## src/rtl/uart_sync_fifo_if.sv

```systemverilog
// Bus-side signal bundle of uart_sync_fifo: master is the UART control logic, slave is the FIFO.
interface uart_sync_fifo_if #(
  parameter int DATA_WIDTH = 8,
  parameter int ADDR_WIDTH = 4
);
  logic                  Flush;
  logic                  Clear_Err;
  logic                  Write;
  logic [DATA_WIDTH-1:0] Data_In;
  logic                  Read;
  logic [DATA_WIDTH-1:0] Data_Out;
  logic [ADDR_WIDTH:0]   AE_Thresh;
  logic [ADDR_WIDTH:0]   AF_Thresh;
  logic [ADDR_WIDTH:0]   Count;
  logic [3:0]            Fifo_Status;
  logic                  Overflow;
  logic                  Underflow;

  modport master (
    output Flush, Clear_Err, Write, Data_In, Read, AE_Thresh, AF_Thresh,
    input  Data_Out, Count, Fifo_Status, Overflow, Underflow
  );

  modport slave (
    input  Flush, Clear_Err, Write, Data_In, Read, AE_Thresh, AF_Thresh,
    output Data_Out, Count, Fifo_Status, Overflow, Underflow
  );
endinterface

```

## src/rtl/uart_sync_fifo.sv

```systemverilog
// Single-clock UART byte FIFO with occupancy count, programmable thresholds and sticky errors.
// Define UART_FIFO_FWFT_EN for first-word fall-through output; default is registered read data.
module uart_sync_fifo #(
  parameter int DATA_WIDTH = 8,
  parameter int ADDR_WIDTH = 4
) (
  input logic             Clk,
  input logic             Reset,
  uart_sync_fifo_if.slave bus
);
  localparam int DEPTH = 1 << ADDR_WIDTH;
  localparam logic [ADDR_WIDTH:0] PTR_ONE = {{ADDR_WIDTH{1'b0}}, 1'b1};

  logic [DATA_WIDTH-1:0] mem [DEPTH];
  logic [ADDR_WIDTH:0]   wr_ptr_reg;
  logic [ADDR_WIDTH:0]   rd_ptr_reg;
  logic [ADDR_WIDTH:0]   count_reg;
  logic                  overflow_reg;
  logic                  underflow_reg;
  logic [ADDR_WIDTH-1:0] wr_addr;
  logic [ADDR_WIDTH-1:0] rd_addr;
  logic                  empty;
  logic                  full;
  logic                  rd_acc;
  logic                  wr_acc;
  logic                  ovf_evt;
  logic                  unf_evt;

  assign wr_addr = wr_ptr_reg[ADDR_WIDTH-1:0];
  assign rd_addr = rd_ptr_reg[ADDR_WIDTH-1:0];
  assign empty   = (wr_ptr_reg == rd_ptr_reg);
  assign full    = (wr_addr == rd_addr) && (wr_ptr_reg[ADDR_WIDTH] != rd_ptr_reg[ADDR_WIDTH]);

  // A full FIFO still takes a write when the same cycle frees a slot; Flush masks everything.
  assign rd_acc  = bus.Read & ~empty & ~bus.Flush;
  assign wr_acc  = bus.Write & (~full | rd_acc) & ~bus.Flush;
  assign ovf_evt = bus.Write & ~wr_acc & ~bus.Flush;
  assign unf_evt = bus.Read & ~rd_acc & ~bus.Flush;

  always_ff @(posedge Clk or negedge Reset) begin
    if (!Reset) begin
      wr_ptr_reg <= '0;
      rd_ptr_reg <= '0;
      count_reg  <= '0;
    end else if (bus.Flush) begin
      wr_ptr_reg <= '0;
      rd_ptr_reg <= '0;
      count_reg  <= '0;
    end else begin
      if (wr_acc) wr_ptr_reg <= wr_ptr_reg + PTR_ONE;
      if (rd_acc) rd_ptr_reg <= rd_ptr_reg + PTR_ONE;
      count_reg <= count_reg + {{ADDR_WIDTH{1'b0}}, wr_acc} - {{ADDR_WIDTH{1'b0}}, rd_acc};
    end
  end

  // A fresh error event outranks Clear_Err in the same cycle.
  always_ff @(posedge Clk or negedge Reset) begin
    if (!Reset) begin
      overflow_reg  <= 1'b0;
      underflow_reg <= 1'b0;
    end else begin
      if (ovf_evt)            overflow_reg  <= 1'b1;
      else if (bus.Clear_Err) overflow_reg  <= 1'b0;
      if (unf_evt)            underflow_reg <= 1'b1;
      else if (bus.Clear_Err) underflow_reg <= 1'b0;
    end
  end

  always_ff @(posedge Clk) begin
    if (wr_acc) mem[wr_addr] <= bus.Data_In;
  end

`ifdef UART_FIFO_FWFT_EN
  assign bus.Data_Out = empty ? '0 : mem[rd_addr];
`else
  logic [DATA_WIDTH-1:0] data_out_reg;

  always_ff @(posedge Clk or negedge Reset) begin
    if (!Reset)      data_out_reg <= '0;
    else if (rd_acc) data_out_reg <= mem[rd_addr];
  end

  assign bus.Data_Out = data_out_reg;
`endif

  assign bus.Count       = count_reg;
  assign bus.Overflow    = overflow_reg;
  assign bus.Underflow   = underflow_reg;
  assign bus.Fifo_Status = {(count_reg <= bus.AE_Thresh), (count_reg >= bus.AF_Thresh), full, empty};
endmodule
```

## src/flat_wrapper.sv

```systemverilog
// flat-port wrapper written by rule: the top's interface ports become plain ports
module uart_sync_fifo_flat 
#(
  parameter int DATA_WIDTH = 8,
  parameter int ADDR_WIDTH = 4
)
  (Clk, Reset, bus_Flush, bus_Clear_Err, bus_Write, bus_Data_In, bus_Read, bus_AE_Thresh, bus_AF_Thresh, bus_Data_Out, bus_Count, bus_Fifo_Status, bus_Overflow, bus_Underflow);
  uart_sync_fifo_if #(.DATA_WIDTH(DATA_WIDTH), .ADDR_WIDTH(ADDR_WIDTH)) bus_i ();
  input logic Clk;
  input logic Reset;
  input wire logic [$bits(bus_i.Flush)-1:0] bus_Flush;
  input wire logic [$bits(bus_i.Clear_Err)-1:0] bus_Clear_Err;
  input wire logic [$bits(bus_i.Write)-1:0] bus_Write;
  input wire logic [$bits(bus_i.Data_In)-1:0] bus_Data_In;
  input wire logic [$bits(bus_i.Read)-1:0] bus_Read;
  input wire logic [$bits(bus_i.AE_Thresh)-1:0] bus_AE_Thresh;
  input wire logic [$bits(bus_i.AF_Thresh)-1:0] bus_AF_Thresh;
  output wire logic [$bits(bus_i.Data_Out)-1:0] bus_Data_Out;
  output wire logic [$bits(bus_i.Count)-1:0] bus_Count;
  output wire logic [$bits(bus_i.Fifo_Status)-1:0] bus_Fifo_Status;
  output wire logic [$bits(bus_i.Overflow)-1:0] bus_Overflow;
  output wire logic [$bits(bus_i.Underflow)-1:0] bus_Underflow;
  assign bus_i.Flush = bus_Flush;
  assign bus_i.Clear_Err = bus_Clear_Err;
  assign bus_i.Write = bus_Write;
  assign bus_i.Data_In = bus_Data_In;
  assign bus_i.Read = bus_Read;
  assign bus_i.AE_Thresh = bus_AE_Thresh;
  assign bus_i.AF_Thresh = bus_AF_Thresh;
  assign bus_Data_Out = bus_i.Data_Out;
  assign bus_Count = bus_i.Count;
  assign bus_Fifo_Status = bus_i.Fifo_Status;
  assign bus_Overflow = bus_i.Overflow;
  assign bus_Underflow = bus_i.Underflow;
  uart_sync_fifo #(.DATA_WIDTH(DATA_WIDTH), .ADDR_WIDTH(ADDR_WIDTH)) u_core (.Clk(Clk), .Reset(Reset), .bus(bus_i));
endmodule
```

## config.mk

```make
export PLATFORM = sky130hd
export DESIGN_NAME = uart_sync_fifo_flat
export DESIGN_NICKNAME = d
export VERILOG_FILES = /design/src/rtl/uart_sync_fifo_if.sv /design/src/rtl/uart_sync_fifo.sv /design/src/flat_wrapper.sv
export SDC_FILE = /design/constraint.sdc
export NUM_CORES = 1
export LEC_CHECK = 0
export CORE_MARGIN = 2
export CORE_UTILIZATION = 48
export DETAILED_ROUTE_END_ITERATION = 16
export DONT_BUFFER_PORTS = 1
export PLACE_DENSITY = 0.62
export SYNTH_ARGS = -nofsm -noshare
export SYNTH_HDL_FRONTEND = slang
export SYNTH_SLANG_ARGS = --single-unit
```

## constraint.sdc

```tcl
create_clock -name Clk -period 5.7 [get_ports Clk]
set_input_delay 1.14 -clock Clk [delete_from_list [all_inputs] [get_ports Clk]]
set_output_delay 1.14 -clock Clk [all_outputs]
set_load 0.01 [all_outputs]
```

After elaboration in Yosys (flattened, before gate mapping)
Memories as Yosys holds them, arrays and structs flattened. A register that Yosys moved wholly into a read port is not among the register bits.
Index checks and enable logic that the tools add are counted.
{"block": "totals", "regBits": 17, "ramBits": 128, "input_bits": 24, "output_inout_bits": 19, "word_cells": 45, "mem_count": 1}
{"block": "classes", "n_addsub": 4, "magnitude_cmp": 2, "eq_ne": 3, "muxes": 10, "n_bitwise": 14, "reduce_logical": 6}
{"name": "u_core.mem", "words": 16, "width": 8, "rd": 1, "rd_ports_with_merged_regs": 1, "wr": 1, "line": "uart_sync_fifo.sv:14", "rtl": "logic [DATA_WIDTH-1:0] mem [DEPTH];"}
{"cell": "$mux 5", "count": 5}
{"cell": "$add 5x1->5 const B", "count": 2}
{"cell": "$and 1x1->1", "count": 8}
{"cell": "$reduce_bool 2->1", "count": 4}
{"cell": "$add 5x1->5", "count": 1}
{"cell": "$eq 5x5->1", "count": 1}
{"cell": "$ge 5x5->1", "count": 1}
{"cell": "$le 5x5->1", "count": 1}
{"cell": "$mux 1", "count": 5}
{"cell": "$not 1->1", "count": 5}
{"cell": "$sub 5x1->5", "count": 1}
{"cell": "$eq 4x4->1", "count": 1}
{"cell": "$logic_and 1x1->1", "count": 1}
{"cell": "$logic_not 1->1", "count": 1}
{"cell": "$ne 1x1->1", "count": 1}
{"cell": "$or 1x1->1", "count": 1}

Logic depth before layout (Yosys ltp)
Gate-level depths: netlist of run 1.
{"block": "depth", "depth_word": 11, "mapped_depth": 15, "ltp_nobuf": 14}

Worst setup path after synthesis of run 1
Ideal clock, no wire load.
{"block": "synth_timing", "path_type": "input -> output", "startpoint": "input bus_AE_Thresh[1]", "endpoint": "output bus_Fifo_Status[3]", "arrival_time_ns": 2.232, "t_required_ns": 4.560, "path_slack_ns": 2.328, "cell_stages": 7, "n_path_buf": 0, "path_cell_list": "inv_1 ha_1 nor2b_1 o21a_1 o21a_1 o21a_1 o22ai_1"}
{"block": "synth_between", "elab_chain_cells": 1}
{"element": "from (decl)", "line": "flat_wrapper.sv:16", "rtl": "input wire logic [$bits(bus_i.AE_Thresh)-1:0] bus_AE_Thresh;"}
{"element": "$le 5x5->1", "line": "uart_sync_fifo.sv:89", "rtl": "assign bus.Fifo_Status = {(count_reg <= bus.AE_Thresh), (count_reg >= bus.AF_Thresh), full, empty};"}
{"element": "to (decl)", "line": "flat_wrapper.sv:20", "rtl": "output wire logic [$bits(bus_i.Fifo_Status)-1:0] bus_Fifo_Status;"}
Every way passes these cells.

Final worst setup path of run 1
Same ends and word-level chain as after synthesis.

==> metrics.txt, run 1 <==
Critical Path Fanout Max 2; CORE AREA 0.0134 mm^2; # fillers 1047; Starting DRT DRC Count 361; setup_tns 0 ns; CP Data Arrival Time 2.30 ns; fraction of registers with async set/reset 16.3%; area leader, netlist edfxtp_1; row cnt 42; worst skew pair latency 0.42 ns; Synth-to-Final Area Change 9.95%; Starting Density 49.6%; Critical Path Sink Type output pin; Seq/Total Area, Yosys 67.3%; crit path kind in -> out; Worst VDD drop 0.213 mV; Via Count 3247; IO buf count 0; Synth area leaders edfxtp_1, dfrtp_1, mux4_2; htree depth 4; clock share of power 37.6%; CTS root buffer clkbuf_16; CTS Buffer Depth 2; pin count of the biggest net entering global routing 37; max-cap viol count 0; power share of the combinational group 14.5%; Cell Int Power 2.08 mW; status completed; Top delay family on crit path compound AO/OA/AOI/OAI gates; PnR Total Power 2.79 mW; Slew @ Worst Pin 0.942 ns; #FFs+latches synth 153; count of cell types in the netlist 50; initial antenna violation count 0; Final HPWL DP 7640 um; Top reg by flops u_core.mem; final worst-path cycle share 60.4%; final instance area 0.00730 mm^2; PD cells 382 mW/mm^2; number of I/O pins 43; number of flip-flops in the largest register 128; Psw 0.704 mW; Most used DFF post-synth edfxtp_1; Cell Area, Synth 0.00664 mm^2; Final min period 3.44 ns; critical path's slowest cell ha_1; die width 122 um; Die ar. 0.0148 mm^2; number of remaining DRC errors 0; Clock Skew 0.00624 ns; Antenna diodes 0; critical-path cell list inv_1, ha_1, nor2b_1, o21a_1, o21a_1, o21a_1, o22ai_1; drt pass-1 iters 4; GRT Util Overall 17.8%; share of the synthesized area in the top cell type 57.9%; pre-CTS WS 2.25 ns; final hold vios 0; CP most frequent cell o21a_1; WP buf/inv 1; antenna-violating nets left 0; EDFF count, synth 128; # clock sinks 153; Yosys warnings 0; via-per-instance ratio 5.70; slew margin rel. 37.0%; first-pass GRT wire length 18500 um; CTS resizes 0; RSZ-0062 raised after global routing false; Post-CTS Setup Inserts 0; CP Data Required Time 4.56 ns; GP Congestion 0.740; Syn Nets 419; share of layout cells above drive strength 1 18.5%; # nets final 426; Worst path max stage delay 0.27 ns; Leak 2.56 nW; Post-Syn Instances 374; vias in the first global route 3264; Net Sw Frac 25.3%; Clk pin slew, worst setup/hold paths 0.06 ns; Final WS setup 2.26 ns; die height 122 um; WL/cell 21.3 um; Placed Area 0.00675 mm^2; CTS tree yes; Hold-fix buffers, CTS 0; fmax 290 MHz; Worst Hold Class in -> async; global route overflow 0; WL final 12100 um; final-report setup violation count 0; Mapped Avg Cell Area 17.8 um^2; total CTS buffers 17; CP Launch Type primary input; fin. max-slew vios 0; power share of the sequential group 48.0%
[final timing paths]
kind                                                 endpoint  slack (ns)  cells after the start                             start
min in group Clk              u_core.bus.Overflow$_DFFE_PN0P_        0.58                      1   u_core.bus.Overflow$_DFFE_PN0P_
setup / recovery                           bus_Fifo_Status[3]        2.26                      7                  bus_AE_Thresh[1]
setup reg to reg                u_core.bus.Count[4]$_DFF_PN0_        2.52                     15  u_core.rd_ptr_reg[2]$_DFFE_PN0P_
hold reg to reg               u_core.bus.Overflow$_DFFE_PN0P_        0.58                      1   u_core.bus.Overflow$_DFFE_PN0P_
max in group asynchronous    u_core.rd_ptr_reg[0]$_DFFE_PN0P_        5.20                      0                             Reset
hold / removal             u_core.bus.Data_Out[3]$_DFFE_PN0P_        0.41                      0                             Reset
[final cells by class]
class | count | area, um^2 | share of cell area (%)
flip-flops and latches | 153 | 4470 | 61.2
multi-input cells | 183 | 1950 | 26.6
clock buffers | 17 | 425 | 5.82
well taps | 176 | 220 | 3.02
clock inverters | 15 | 125 | 1.71
inverters | 21 | 78.8 | 1.08
repair buffers | 5 | 37.5 | 0.514
[synthesized netlist by cell type (2+ instances only)]
cell and n:
ha_1 20, buf_2 4, xor2_1 9, edfxtp_1 128
buf_8 2, o21a_1 3, clkdlybuf4s25_2 3, a21o_1 6
dfrtp_1 25, nor2_1 26, nand2_1 13, xnor2_1 5
o211ai_1 2, clkbuf_1 3, nor3_1 3, mux4_2 23
nand3_1 3, mux2_4 7, a21oi_1 4, or3_1 2
nor2b_1 3, o21ai_0 4, xnor2_2 2, buf_4 2
a22oi_1 16, mux2i_1 2, buf_6 2, nand2b_1 3
inv_1 20, mux4_1 9
[per-layer routing]
metal / track usage (%) / share of wire (%) / up-vias
met3: 5.01 / 5.5 / 19
li1: - / - / 1467
met2: 27.0 / 48 / 98
met4: 8.05 / 1.8 / 0
met5: 0 / 0 / -
met1: 24.1 / 45 / 1663
[cells by family (layout without fill, tap and decap cells)]
group	Yosys count	after routing	share of synthesized area [%]
DFF	153	153	67.3
and+or+nand+nor	63	63	4.84
muxes	42	42	13.4
AOI/OAI and AO/OA	41	41	4.63
buffers and inverters	38	58	3.43
adders and majority gates	21	21	4.07
xor gates and xnor gates	16	16	2.34
[power groups by stage]
stage | Clock [mW] | Sequential, mW | Combinational [mW]
floorplan | 0 | 1.34 | 0.375
global placement | 0 | 1.36 | 0.401
detailed placement | 0 | 1.36 | 0.408
CTS | 1.06 | 1.34 | 0.410
global route | 1.12 | 1.35 | 0.448
finish | 1.05 | 1.34 | 0.403
[layout by cell type (no fill, tap or decap), types with 6 or more instances in the layout]
master,netlist,final
edfxtp_1,128,128
nor2_1,26,26
dfrtp_1,25,24
mux4_2,23,23
inv_1,20,20
ha_1,20,20
clkbuf_16,0,17
a22oi_1,16,16
nand2_1,13,13
xor2_1,9,9
mux4_1,9,9
mux2_4,7,7
a21o_1,6,6
[per-stage QoR]
stage | hold WS, ns | utilization, % | instances
floorplan | 0.531 | - | 374
global placement | 0.557 | 50.4 | 538
detailed placement | 0.573 | 50.4 | 538
CTS | 0.390 | 54.5 | 570
global route | 0.389 | 54.5 | 570
finish | 0.412 | 54.5 | 570
(Power assumes the default switching activity.)
==> inputs of run 2 (changes only) <==
==> constraint.sdc (replaced) <==
create_clock -name Clk -period 3.3 [get_ports Clk]
set_input_delay 0.66 -clock Clk [delete_from_list [all_inputs] [get_ports Clk]]
set_output_delay 0.66 -clock Clk [all_outputs]
set_load 0.01 [all_outputs]
==> run 2 against run 1 <==
  * Sequential power rose by 72%
  * Clock skew shrank 0.0015 ns
  * Final area rose by 1.4%
  * First-iteration DRC count decreased by 29%
  * Clock power up 81%
  * Critical path depth increased by 7
  * Clock-buffer cell count rose by 7
  * Critical path type is now reg -> reg
  * Largest power group unchanged
==> metrics.txt, run 2 (synthesis gave the netlist of run 1 again) <==
status completed; Hold-fix buffers, CTS 1; RSZ-0062 raised after global routing false; Clock Skew 0.00472 ns; CTS tree yes; CP Launch Type flip-flop; slew margin rel. 35.4%; CP most frequent cell inv_1; pin count of the biggest net entering global routing 36; # fillers 1041; antenna-violating nets left 0; final worst-path cycle share 85.7%; PnR Total Power 4.92 mW; Leak 2.62 nW; GR peak layer met2; WL/cell 21.6 um; GP Congestion 0.767; Synth-to-Final Area Change 11.5%; max-cap viol count 0; grt met3 use 5.06%; fin. max-slew vios 0; GRT Util Overall 18.3%; final-report setup violation count 0; Slew @ Worst Pin 0.965 ns; die width 122 um; number of remaining DRC errors 0; final hold vios 0; Via Count 3235; Critical Path Fanout Max 11; die height 122 um; total CTS buffers 17; Starting Density 49.6%; number of flip-flops in the largest register 128; commonest non-fill, non-tap cell in the layout edfxtp_1; critical-path cell list xnor2_1, nand4_4, nor2_2, nor2_4, ha_1, inv_1, ha_1, inv_1, fa_1, inv_1, a21o_1, a21oi_1, xnor2_1, nor2_1; first-pass GRT wire length 19200 um; crit path kind reg -> reg; WL final 12400 um; Final Util 55.3%; vias in the first global route 3358; GR met2 Demand/Resource 29.0%; Starting DRT DRC Count 256; Post-CTS Setup Inserts 0; Worst Hold Class in -> async; Die ar. 0.0148 mm^2; share of layout cells above drive strength 1 20.5%; via-per-instance ratio 5.62; htree depth 4; met1 usage in global routing 24.0%; Critical Path Sink Type flip-flop; CTS Buffer Depth 2; Worst path max stage delay 0.49 ns; Antenna diodes 0; PD cells 665 mW/mm^2; setup_tns 0 ns; critical path's slowest cell dfrtp_1; CTS root buffer clkbuf_16; Top reg by flops u_core.mem; CP Data Arrival Time 3.14 ns; worst skew pair latency 0.42 ns; final instance area 0.00741 mm^2; IO buf count 0; most frequent cells in the layout edfxtp_1, nor2_1, dfrtp_1; number of I/O pins 43; Final min period 2.83 ns; WHS 0.0512 ns; row cnt 42; CP Data Required Time 3.61 ns; CORE AREA 0.0134 mm^2; Clk pin slew, worst setup/hold paths 0.06 ns; Final HPWL DP 7970 um; initial antenna violation count 0; CTS resizes 0; Worst VDD drop 0.336 mV; fmax 353 MHz; drt pass-1 iters 4; # clock sinks 153; # nets final 432; Placed Area 0.00679 mm^2; global route overflow 0
run 2: where the power goes:
group	internal (mW)	switching (mW)	leakage (nW)
clock network	1.16	0.737	0.285
registers	2.19	0.119	1.48
logic	0.378	0.335	0.861
run 2: worst max-delay path: cells and delay by family (launching register included):
kind                       cells  cell delay [ns]
AOI/OAI and AO/OA              2             0.17
xor gates and xnor gates       2             0.43
adders and majority gates      3             0.82
buffers and inverters          3             0.18
DFF                            1             0.49
and+or+nand+nor                4             0.62
run 2: final timing paths:
kind	slack, ns	end	start	cells past startpoint
setup / recovery	0.47	u_core.bus.Count[4]$_DFF_PN0_	u_core.wr_ptr_reg[3]$_DFFE_PN0P_	14
setup reg to reg	0.47	u_core.bus.Count[4]$_DFF_PN0_	u_core.wr_ptr_reg[3]$_DFFE_PN0P_	14
hold reg to reg	0.58	u_core.bus.Overflow$_DFFE_PN0P_	u_core.bus.Overflow$_DFFE_PN0P_	1
hold / removal	0.05	u_core.bus.Count[0]$_DFF_PN0_	Reset	1
max in group asynchronous	3.08	u_core.rd_ptr_reg[0]$_DFFE_PN0P_	Reset	1
min in group Clk	0.30	u_core.bus.Count[0]$_DFF_PN0_	bus_Flush	1
run 2: cell type report:
type | count | area [um^2] | area share (%)
multi-input cells | 183 | 1950 | 26.3
clock buffers | 24 | 512 | 6.91
well taps | 176 | 220 | 2.97
flip-flops and latches | 153 | 4470 | 60.4
repair buffers | 11 | 95.1 | 1.28
clock inverters | 8 | 83.8 | 1.13
inverters | 21 | 78.8 | 1.06
run 2: metal layers:
layer / wire (um) / part of all wire [%]
met1: 5250 / 42
met2: 6060 / 49
met5: 0 / 0
met3: 835 / 6.7
met4: 274 / 2.2
run 2: stage by stage:
stage               setup slack, ns  cells
floorplan                     0.534    374
global placement              0.524    543
detailed placement            0.458    543
CTS                           0.439    576
global route                  0.207    576
finish                        0.471    576
